<file path="src/rtl/memory_ram_loader.sv">
// ---------------------------------------------------------------------------
// Module : memory_ram_loader
// Purpose: Runtime-loadable replacement for the 16x16 lookup ROM. A byte
//          stream arriving over a valid/ready handshake is packed into 16-bit
//          words (high byte first). The words are written to addresses
//          0..DEPTH-1 of an internal RAM. The read side matches the ROM: a
//          registered port with one cycle of latency.
//
// Optional feature (macro CHECKSUM_EN):
//   When defined, the loader XORs every data byte of a transfer. After the
//   last word it accepts one extra checksum byte and flags a mismatch on err.
//   When undefined, err is tied low. There is no CHECK state and no XOR
//   register.
//
// Ports:
//   clk       in   1           rising-edge clock
//   rst       in   1           synchronous, active-high reset
//   start     in   1           begin a load at address 0 (honoured in IDLE/DONE)
//   in_valid  in   1           in_byte carries a valid stream byte
//   in_byte   in   8           stream byte
//   in_ready  out  1           loader accepts a byte this cycle
//   busy      out  1           transfer in progress
//   done      out  1           sticky transfer-complete flag
//   err       out  1           sticky checksum mismatch flag
//   en        in   1           read enable
//   address   in   ADDR_WIDTH  read address
//   out       out  DATA_WIDTH  registered read data
// ---------------------------------------------------------------------------
module memory_ram_loader #(
    parameter int DATA_WIDTH = 16,
    parameter int ADDR_WIDTH = 4,
    parameter int DEPTH      = 16
) (
    input  logic                  clk,
    input  logic                  rst,
    input  logic                  start,
    input  logic                  in_valid,
    input  logic [7:0]            in_byte,
    output logic                  in_ready,
    output logic                  busy,
    output logic                  done,
    output logic                  err,
    input  logic                  en,
    input  logic [ADDR_WIDTH-1:0] address,
    output logic [DATA_WIDTH-1:0] out
);

    // The RAM always spans the full address space. Reads beyond DEPTH return
    // whatever happens to be stored there.
    localparam int                    MEM_WORDS = 1 << ADDR_WIDTH;
    localparam logic [ADDR_WIDTH-1:0] LAST_ADDR = ADDR_WIDTH'(DEPTH - 1);

    typedef enum logic [2:0] {
        S_IDLE,
        S_LOAD_HI,
        S_LOAD_LO,
        S_WRITE,
        S_CHECK,
        S_DONE
    } state_t;

    state_t                r_state;
    logic [ADDR_WIDTH-1:0] r_waddr;
    logic [7:0]            r_hiByte;
    logic [7:0]            r_loByte;
    logic                  r_inReady;
    logic                  r_busy;
    logic                  r_done;
    logic [DATA_WIDTH-1:0] r_mem [MEM_WORDS];
    logic [DATA_WIDTH-1:0] r_out;

    logic                  w_accept;
    logic                  w_lastWord;
    logic [DATA_WIDTH-1:0] w_wordData;

`ifdef CHECKSUM_EN
    logic [7:0]            r_xor;
    logic                  r_err;
`endif

    // A byte moves across the interface only when both sides agree. Ready
    // comes from a register, so it depends on the state alone and never on
    // in_valid.
    assign w_accept   = in_valid && r_inReady;
    assign w_lastWord = (r_waddr == LAST_ADDR);
    assign w_wordData = {r_hiByte, r_loByte};

    assign in_ready = r_inReady;
    assign busy     = r_busy;
    assign done     = r_done;
    assign out      = r_out;

`ifdef CHECKSUM_EN
    assign err = r_err;
`else
    assign err = 1'b0;
`endif

    // Loader sequencer. Each word goes through three states: high byte, low
    // byte, then one WRITE cycle. The handshake and status outputs are
    // registered here. They are updated on the same edge as the state
    // transition, so they always describe the state being entered. A start
    // pulse restarts the transfer only from IDLE or DONE. Pulses that arrive
    // mid-transfer fall through the case arms without effect. Reset drops any
    // half-assembled word. Words already committed to the RAM stay there.
    always_ff @(posedge clk) begin
        if (rst) begin
            r_state   <= S_IDLE;
            r_waddr   <= '0;
            r_hiByte  <= '0;
            r_loByte  <= '0;
            r_inReady <= 1'b0;
            r_busy    <= 1'b0;
            r_done    <= 1'b0;
`ifdef CHECKSUM_EN
            r_xor     <= '0;
            r_err     <= 1'b0;
`endif
        end else begin
            case (r_state)
                S_IDLE, S_DONE: begin
                    if (start) begin
                        r_state   <= S_LOAD_HI;
                        r_waddr   <= '0;
                        r_inReady <= 1'b1;
                        r_busy    <= 1'b1;
                        r_done    <= 1'b0;
`ifdef CHECKSUM_EN
                        r_xor     <= '0;
                        r_err     <= 1'b0;
`endif
                    end
                end

                S_LOAD_HI: begin
                    if (w_accept) begin
                        r_hiByte <= in_byte;
                        r_state  <= S_LOAD_LO;
`ifdef CHECKSUM_EN
                        r_xor    <= r_xor ^ in_byte;
`endif
                    end
                end

                S_LOAD_LO: begin
                    if (w_accept) begin
                        r_loByte  <= in_byte;
                        r_state   <= S_WRITE;
                        r_inReady <= 1'b0;
`ifdef CHECKSUM_EN
                        r_xor     <= r_xor ^ in_byte;
`endif
                    end
                end

                S_WRITE: begin
                    r_waddr <= r_waddr + ADDR_WIDTH'(1);
                    if (w_lastWord) begin
`ifdef CHECKSUM_EN
                        r_state   <= S_CHECK;
                        r_inReady <= 1'b1;
`else
                        r_state   <= S_DONE;
                        r_busy    <= 1'b0;
                        r_done    <= 1'b1;
`endif
                    end else begin
                        r_state   <= S_LOAD_HI;
                        r_inReady <= 1'b1;
                    end
                end

`ifdef CHECKSUM_EN
                S_CHECK: begin
                    if (w_accept) begin
                        r_err     <= (in_byte != r_xor);
                        r_state   <= S_DONE;
                        r_inReady <= 1'b0;
                        r_busy    <= 1'b0;
                        r_done    <= 1'b1;
                    end
                end
`endif

                default: begin
                    r_state   <= S_IDLE;
                    r_inReady <= 1'b0;
                    r_busy    <= 1'b0;
                    r_done    <= 1'b0;
                end
            endcase
        end
    end

    // RAM write port. The assembled word is committed on the edge that ends
    // the WRITE state. Reset has no path into the array, so its contents
    // survive reset. A reset that arrives during WRITE cancels that write,
    // because the loader is aborting.
    always_ff @(posedge clk) begin
        if (!rst && (r_state == S_WRITE)) begin
            r_mem[r_waddr] <= w_wordData;
        end
    end

    // Registered read port. It runs independently of the loader. It is
    // sampled on the same edge as the write port, so a read and a write to
    // the same address return the old word (read-before-write). A disabled
    // read returns zero, matching the ROM it replaces.
    always_ff @(posedge clk) begin
        if (rst) begin
            r_out <= '0;
        end else begin
            r_out <= en ? r_mem[address] : '0;
        end
    end

endmodule

</file>
<file path="config.mk">
export PLATFORM = sky130hd
export DESIGN_NAME = memory_ram_loader
export DESIGN_NICKNAME = d
export VERILOG_FILES = /design/src/rtl/memory_ram_loader.sv
export SDC_FILE = /design/constraint.sdc
export NUM_CORES = 1
export LEC_CHECK = 0
export CAP_MARGIN = 10
export CORE_ASPECT_RATIO = 0.75
export CORE_MARGIN = 2
export CORE_UTILIZATION = 50
export DETAILED_ROUTE_END_ITERATION = 12
export PLACE_DENSITY = 0.69
export SLEW_MARGIN = 20
export SYNTH_ARGS = -nofsm -noshare
export SYNTH_HDL_FRONTEND = slang
export SYNTH_SLANG_ARGS = --single-unit
</file>
<file path="constraint.sdc">
create_clock -name clk -period 2.7 [get_ports clk]
set_input_delay 0.27 -clock clk [delete_from_list [all_inputs] [get_ports clk]]
set_output_delay 0.27 -clock clk [all_outputs]
set_load 0.01 [all_outputs]
</file>
Word-level counts from Yosys, hierarchy flattened
Memory sizes are Yosys's and may differ from the RTL's. A register that Yosys moved wholly into a read port is not among the register bits. Cells that the tools add are included.

Bitwise gates (word level): 3. Add/subtract/negate cells: 1. Muxes and demuxes: 18. Reductions and logical operators: 14. Equality and inequality tests: 10.

Operators with widths (number): $mux W3 (4); $pmux W3 S4 (1); $ne A2 B2 Y1 const B (5); $mux W1 (8); $pmux W4 S2 (1); $eq A3 B2 Y1 const B (2); $pmux W1 S3 (2); $reduce_and A2 Y1 (3); $reduce_and A3 Y1 (2); $reduce_or A2 Y1 (3); $add A4 B1 Y4 const B (1); $eq A4 B4 Y1 const B (1); $mux W4 (1); $pmux W1 S4 (1); $reduce_and A4 Y1 (1); $eq A3 B1 Y1 const B (1); $eq A3 B3 Y1 const B (1); $logic_not A3 Y1 (1); $not A1 Y1 (3); $logic_and A1 B1 Y1 (2); $reduce_bool A2 Y1 (1); $logic_not A1 Y1 (1).

Logic and storage cells: 54. Output and inout bits: 20. Memories: 1. Bits of input ports: 17. Flip-flop bits (word level): 26. RAM bits: 256.

Memory list: r_mem (words 16, width 16, rd ports 1, clocked after memory_dff 1, write ports 1, line 69) `logic [DATA_WIDTH-1:0] r_mem [MEM_WORDS];`.

Longest topological paths before layout
Gate-level depths: netlist of run 1.

Depth after elaboration: 4. Gate-level depth with buffers: 7. Depth with buffers taken out: 4.

Worst setup path after synthesis of run 1
OpenSTA, ideal clock, no wires.

Path type: register to register. Start: reg r_state[1]. End: mem r_mem[2][0], enable pin. Data arrival time: 2.176 ns. Clock period less this slack: 2.585 ns. Buffers on the path: 1. Library setup time: 0.409 ns. Required time: 2.291 ns. Cell stages (with the launch flop): 6. Path slack: 0.115 ns. Path through: dfxtp_1 buf_2 nand3b_1 nor2_1 nand2_1 nor3_1.

Cells in the longest elaborated chain, start to end: 4.

Ends and longest elaborated chain: start, declared (line 62) `state_t r_state;`; start signal, assigned (line 108) `r_state <= S_IDLE;`; start signal, assigned (line 123) `r_state <= S_LOAD_HI;`; start signal, assigned (line 138) `r_state <= S_LOAD_LO;`; $eq A3 B2 Y1 (line 200) `if (!rst && (r_state == S_WRITE)) begin`; $logic_and A1 B1 Y1 (line 200); $mux W1 (line 200); $mux W1 (implied by the code) (line 201) `r_mem[r_waddr] <= w_wordData;`; end, declared (line 69).

Every way passes these cells.

Worst setup path after layout of run 1
Start: reg r_state[1]. End: mem r_mem[0][8], enable pin.

Same word-level chain as after synthesis.

==> results of run 1 <==
[final timing paths]
check,slack [ps],to,from
worst max-delay path,570,r_mem[0][8],r_state[1]
worst min register to register,480,busy,busy
worst max register to register,570,r_mem[0][8],r_state[1]
worst min-delay path,390,r_loByte[6],in_byte[6]
[routing by layer]
layer	track usage (%)	up-vias
li1	-	2478
met1	32.3	2944
met2	29.8	216
met3	3.97	33
met4	4.20	0
met5	0	-
[sequential cells by signal (all words and copies together) (netlist names), 3 cells and up]
| register | flops |
|---|---|
| out | 16 |
| r_hiByte | 8 |
| r_loByte | 8 |
| r_mem | 256 |
| r_state | 3 |
| r_waddr | 4 |
[placed cells by master (no fill, tap or decap), types with 5 or more instances in the layout]
cell type	netlist	final
edfxtp_1	256	256
mux4_2	59	59
mux2i_1	49	49
dfxtp_1	42	42
clkdlybuf4s50_1	0	33
clkbuf_16	0	29
nor2_1	32	26
buf_4	2	26
nand3_1	13	13
nand2_1	12	12
o22ai_1	11	11
a22oi_1	9	9
clkbuf_1	12	9
a21oi_1	8	8
nor2_2	0	6
clkinv_2	0	6
nand3b_1	5	5
[cell families (layout without fill, tap and decap cells)]
| logic type | count (synthesis) | after routing |
|---|---|---|
| compound gates | 47 | 47 |
| xor+xnor | 2 | 2 |
| fa+ha+maj | 5 | 5 |
| buf+inv | 36 | 121 |
| flops | 298 | 298 |
| mux | 108 | 108 |
| other cells | 1 | 1 |
| simple gates | 85 | 85 |
[worst reg2reg max path, delay by kind of cell, from the launching register on]
| kind | cells | cell delay [ps] |
|---|---|---|
| buffers and inverters | 1 | 320 |
| and+or+nand+nor | 4 | 810 |
| DFF | 1 | 660 |
[layout make-up]
class | count | share of cell area, %
clock buffers | 41 | 6.09
clock inverters | 11 | 0.828
inverters | 5 | 0.162
multi-input cells | 248 | 20.6
flip-flops and latches | 298 | 64.9
well taps | 294 | 2.80
repair buffers | 64 | 4.64
[stage by stage]
step,instances,util [%]
2_1_floorplan,582,-
3_3_place_gp,909,55.1
3_5_place_dp,909,55.1
4_1_cts,961,59.1
5_1_grt,961,59.1
6_report,961,59.1
[power groups by stage]
stage,Clock [mW],Combinational [mW],Sequential [mW]
2_1_floorplan,0,0.229,5.08
3_3_place_gp,0,0.360,5.08
3_5_place_dp,0,0.363,5.08
4_1_cts,3.92,0.365,4.98
5_1_grt,4.11,0.386,4.99
6_report,3.86,0.363,4.98
==> impl_results.md, run 1 <==
- Outcome: completed
- Die Y: 135 um
- Sw Ratio: 19.7%
- Crit path max fanout: 16
- Worst hold path depth: 3
- Worst vdd ir: 0.433 mV
- DIE AREA: 24000 sq um
- Area leader, netlist: edfxtp_1
- RSZ-0062 raised after global routing: false
- Switching Power: 1.81 mW
- Die width: 178 um
- Compound-Gate Fraction of Synth Area: 3.02%
- FF-to-FF path depth: 5
- Top delay family on crit path: simple AND/OR/NAND/NOR gates
- Worst Max-Slew Pin Slew: 799 ps
- Count of pins over their slew limit: 0
- CTS Buf Count: 28
- CP Cell Sequence: nand3b_1, nor2_1, nand2_1, nor3_2, buf_4
- Dominant synthesized flop cell: edfxtp_1
- Count leader, synth: edfxtp_1
- DR iter-0 viols: 577
- Register area: 8530 sq um
- Cts repair resizes: 0
- Fillers: 1623
- DRC Markers: 0
- Seq/Total Area, Yosys: 74.9%
- Top cells by area, synth: edfxtp_1 68%, mux4_2 12%, dfxtp_1 7.4%
- Top routing layer in use: met4
- Synth Register Bits: 298
- Max-cap violations: 0
- Overflow after GRT: 0
- TNS Setup: 0 ps
- Commonest cells in the netlist: 256 x edfxtp_1, 59 x mux4_2, 49 x mux2i_1, 42 x dfxtp_1, 32 x nor2_1
- Cells after Synth: 582
- Post-placement worst setup slack: 528 ps
- Mux share of post-synthesis cell area: 16.0%
- Post-synth top area share: 67.5%
- Metal2 WL: 10.3 mm
- Tmin final: 2130 ps
- Area occupied by multi-input gates: 2710 sq um
- Clock Path Buffers: 3
- # diodes: 0
- H-tree depth: 1
- Leakage: 4.45 nW
- Largest net degree at the start of global routing: 34
- Worst hold margin: 393 ps
- Layout cells sized above 1: 22.3%
- Cell variety after synth: 48
- Metal3 WL: 1.73 mm
- Via density: 5.90
- Combinational power share: 3.9%
- GRT Total Usage: 20.4%
- Count of buffers from port buffering: 35
- First-pass GRT wire length: 36.1 mm
- Pint: 7.39 mW
- Ports: 37
- Req. time, crit path: 2900 ps
- Post-Synth Simple-Gate Area: 3.78%
- Final period util: 79.0%
- Largest family of logic cells by synthesized area: multiplexers
- Final instance area: 13100 sq um
- Detail Route Antenna Nets: 0
- Clock sink count: 298
- Initial antenna violation count: 0
- Metal-1 WL: 10.8 mm
- Initial DRT Pass Iterations: 5
- Relative slew slack: 46.7%
- Setup slack after layout: 567 ps
- Clk slew on worst S/H paths: 60 ps
- # hold bufs at CTS: 0
- Post-synth EDFFs: 256
- Area of the mapped netlist: 11400 sq um
- Pwr Total: 9.21 mW
- Placed Area: 12200 sq um
- Num rows: 47
- CTS tree: done
- Syn Nets: 603
- Core Footprint: 22200 sq um
- Worst Path Buf+Inv: 1
- Latest clock arrival within the worst-skew pair: 530 ps
- Critical path's slowest cell: dfxtp_1
- CP Capture Type: flop
- F_max: 469 MHz
- Routability congestion estimate: 0.833
- Reg power frac: 54.2%
- Routed via count: 5671
- Post-CTS setup repair buffer count: 0
- Final hold vios: 0
- Dpl hpwl: 14.7 mm
- Root Buffer: clkbuf_16
- Setup Viol. Count Final: 0
- Crit start category: flop
- WP depth: 5
- Power Density: 700 nW/um^2
- Routed len/inst: 24.2 um
- Vias in the first global route: 5848
- Clock skew: 13.6 ps
- Final net count: 666
- Layout Area Growth over Synthesis: 15.5%
- Crit-path max cell delay: 660 ps
- Critical path class: reg -> reg
- Synth Area in XOR/XNOR: 0.154%
- Syn Area/Cell: 19.6 sq um
- Total Wirelength: 23.2 mm
- Initial Util: 51.2%
- Synth Area in Adders: 0.527%
- Synth async-reset ratio: 0%
- Clock share of power: 41.9%
- Crit path DAT: 2330 ps
- Synthesis Warnings: 0
- Worst min-delay path class: in -> reg
Note: power is estimated with default switching activity, not from simulation.
==> inputs of run 2 (changes only) <==
--- a/config.mk
+++ b/config.mk
@@ -10,7 +10,7 @@
 export CORE_MARGIN = 2
 export CORE_UTILIZATION = 50
 export DETAILED_ROUTE_END_ITERATION = 12
-export PLACE_DENSITY = 0.69
+export PLACE_DENSITY = 0.66
 export SLEW_MARGIN = 20
 export SYNTH_ARGS = -nofsm -noshare
 export SYNTH_HDL_FRONTEND = slang
==> constraint.sdc (replaced) <==
create_clock -name clk -period 2 [get_ports clk]
set_input_delay 0.2 -clock clk [delete_from_list [all_inputs] [get_ports clk]]
set_output_delay 0.2 -clock clk [all_outputs]
set_load 0.01 [all_outputs]
==> run 2 against run 1 <==
Effect of this change:
- die area is the same
- wire length fell by 1.2%
- critical endpoint is now r_mem[14][1]
- core utilization increased by 1.9 points
==> impl_results.md, run 2 (synthesized netlist as in run 1, its figures left out) <==
- Outcome: completed
- Metal2 WL: 10.3 mm (-0.15%)
- CTS tree: done
- Worst min-delay path class: in -> reg
- Leakage: 4.64 nW (+4.3%)
- Crit path DAT: 1970 ps (-360 ps)
- Setup slack after layout: 284 ps (-284 ps)
- F_max: 583 MHz (+24%)
- Routed len/inst: 23.6 um (-2.6%)
- Critical path's slowest cell: dfxtp_1
- Fillers: 1536 (-5.4%)
- Clock skew: 23.2 ps (+9.57 ps)
- Worst Max-Slew Pin Slew: 761 ps (-37.8 ps)
- Req. time, crit path: 2250 ps (-650 ps)
- Post-placement worst setup slack: -4.28 ps (-532 ps)
- Core Footprint: 22200 sq um (unchanged)
- Num rows: 47 (unchanged)
- Count of pins over their slew limit: 0 (unchanged)
- DIE AREA: 24000 sq um (unchanged)
- Clock Path Buffers: 3 (unchanged)
- Dpl hpwl: 15.0 mm (+1.8%)
- DRC Markers: 0 (unchanged)
- Count of buffers from port buffering: 35 (unchanged)
- Crit path max fanout: 16 (unchanged)
- Top routing layer in use: met4
- Worst vdd ir: 0.558 mV (+29%)
- Relative slew slack: 49.2% (+2.5 points)
- Most frequent cells in the layout: 256 x edfxtp_1, 59 x mux4_2, 49 x mux2i_1
- Metal-1 WL: 10.6 mm (-1.9%)
- Final period util: 85.8% (+6.8 points)
- Metal3 WL: 1.63 mm (-5.6%)
- Ports: 37 (unchanged)
- Die width: 178 um (unchanged)
- Pwr Total: 12.8 mW (+39%)
- Clk slew on worst S/H paths: 60 ps (about the same)
- Initial Util: 51.2% (unchanged)
- Fin util: 61.0% (+1.9 points)
- Clock sink count: 298 (unchanged)
- Initial antenna violation count: 0 (unchanged)
- Top delay family on crit path: simple AND/OR/NAND/NOR gates
- Biggest register: r_mem
- GRT Total Usage: 19.8% (-0.54 points)
- CP Capture Type: flop
- Setup Viol. Count Final: 0 (unchanged)
- Final hold vios: 0 (unchanged)
- Initial DRT Pass Iterations: 5 (unchanged)
- Routed via count: 5662 (-0.16%)
- Overflow after GRT: 0 (unchanged)
- Die Y: 135 um (unchanged)
- First-pass GRT wire length: 35.1 mm (-2.9%)
- Post-CTS setup repair buffer count: 0 (unchanged)
- RSZ-0062 raised after global routing: false
- Layout Area Growth over Synthesis: 19.1%
- Detail Route Antenna Nets: 0 (unchanged)
- TNS Setup: 0 ps (unchanged)
- Via density: 5.81 (-1.6%)
- Latest clock arrival within the worst-skew pair: 550 ps (+20 ps)
- # hold bufs at CTS: 0 (unchanged)
- Power Density: 942 nW/um^2 (+35%)
- CP Cell Sequence: nand3b_1, nor2_1, nand2_1, nor2_1, buf_12
- Layout cells sized above 1: 24.7% (+2.3 points)
- Root Buffer: clkbuf_16
- Max-cap violations: 0 (unchanged)
- Cts repair resizes: 0 (unchanged)
- Crit-path max cell delay: 300 ps (-360 ps)
- # diodes: 0 (unchanged)
- DR iter-0 viols: 473 (-18%)
- Vias in the first global route: 5803 (-0.77%)
- Total Wirelength: 23.0 mm (-1.2%)
- Tmin final: 1720 ps (-416 ps)
- Max FFs per register: 256 (unchanged)
- Final net count: 680 (+2.1%)
- CTS Buf Count: 29 (+3.6%)
- Worst Path Buf+Inv: 1 (unchanged)
- Critical path class: reg -> reg
- Most common cell after layout, fill and taps aside: edfxtp_1
- H-tree depth: 1 (unchanged)
- Routability congestion estimate: 0.817 (-1.8%)
- Largest net degree at the start of global routing: 41 (+21%)
- Crit start category: flop
- Most used cell, CP: nor2_1
run 2: cell types whose count changed in the layout (fill, tap and decap cells not counted), sizes merged:
cell	delta
bufinv	+1
clkinv	-1
clkinvlp	+1
clkbuf	+1
buf	+13
inv	-1
run 2: cell type report:
cell class	instances	area, sq um	area share [%]
clock buffers	42	847	6.24
clock inverters	11	144	1.06
repair buffers	77	933	6.88
multi-input cells	248	2720	20.1
inverters	5	21.3	0.157
well taps	294	368	2.71
flip-flops and latches	298	8530	62.9
run 2: worst register-to-register path, delay by kind of cell, from the launching register on:
family	cells	cell delay (ps)
buffers and inverters	1	210
flip-flops	1	300
AND/OR/NAND/NOR	4	920
run 2: where the power goes:
group	internal (mW)	leakage [nW]	total [mW]	switching, mW
clock	3.33	0.479	5.57	2.24
combinational	0.252	1.35	0.495	0.243
sequential	6.69	2.82	6.72	0.0279
total	10.3	4.64	12.8	2.51
run 2: worst paths after layout:
check        cells past startpoint  slack (ps)  startpoint           end
max                              5         280  r_state[2]  r_mem[14][1]
min                              3         330  in_byte[5]   r_loByte[5]
max reg2reg                      5         280  r_state[2]  r_mem[14][1]
min reg2reg                      2         480        done          done
run 2: through the flow:
step | std cells | hold WS (ps) | cell area, sq um
2_1_floorplan | 582 | 344 | 11400
3_3_place_gp | 922 | 470 | 12600
3_5_place_dp | 922 | 474 | 12600
4_1_cts | 975 | 313 | 13600
5_1_grt | 975 | 337 | 13600
6_report | 975 | 326 | 13600
run 2: metal layers:
| layer | track usage, % | vias to the layer above |
|---|---|---|
| met5 | 0 | - |
| met4 | 4.02 | 0 |
| met2 | 29.8 | 187 |
| li1 | - | 2510 |
| met3 | 4.19 | 30 |
| met1 | 30.5 | 2935 |
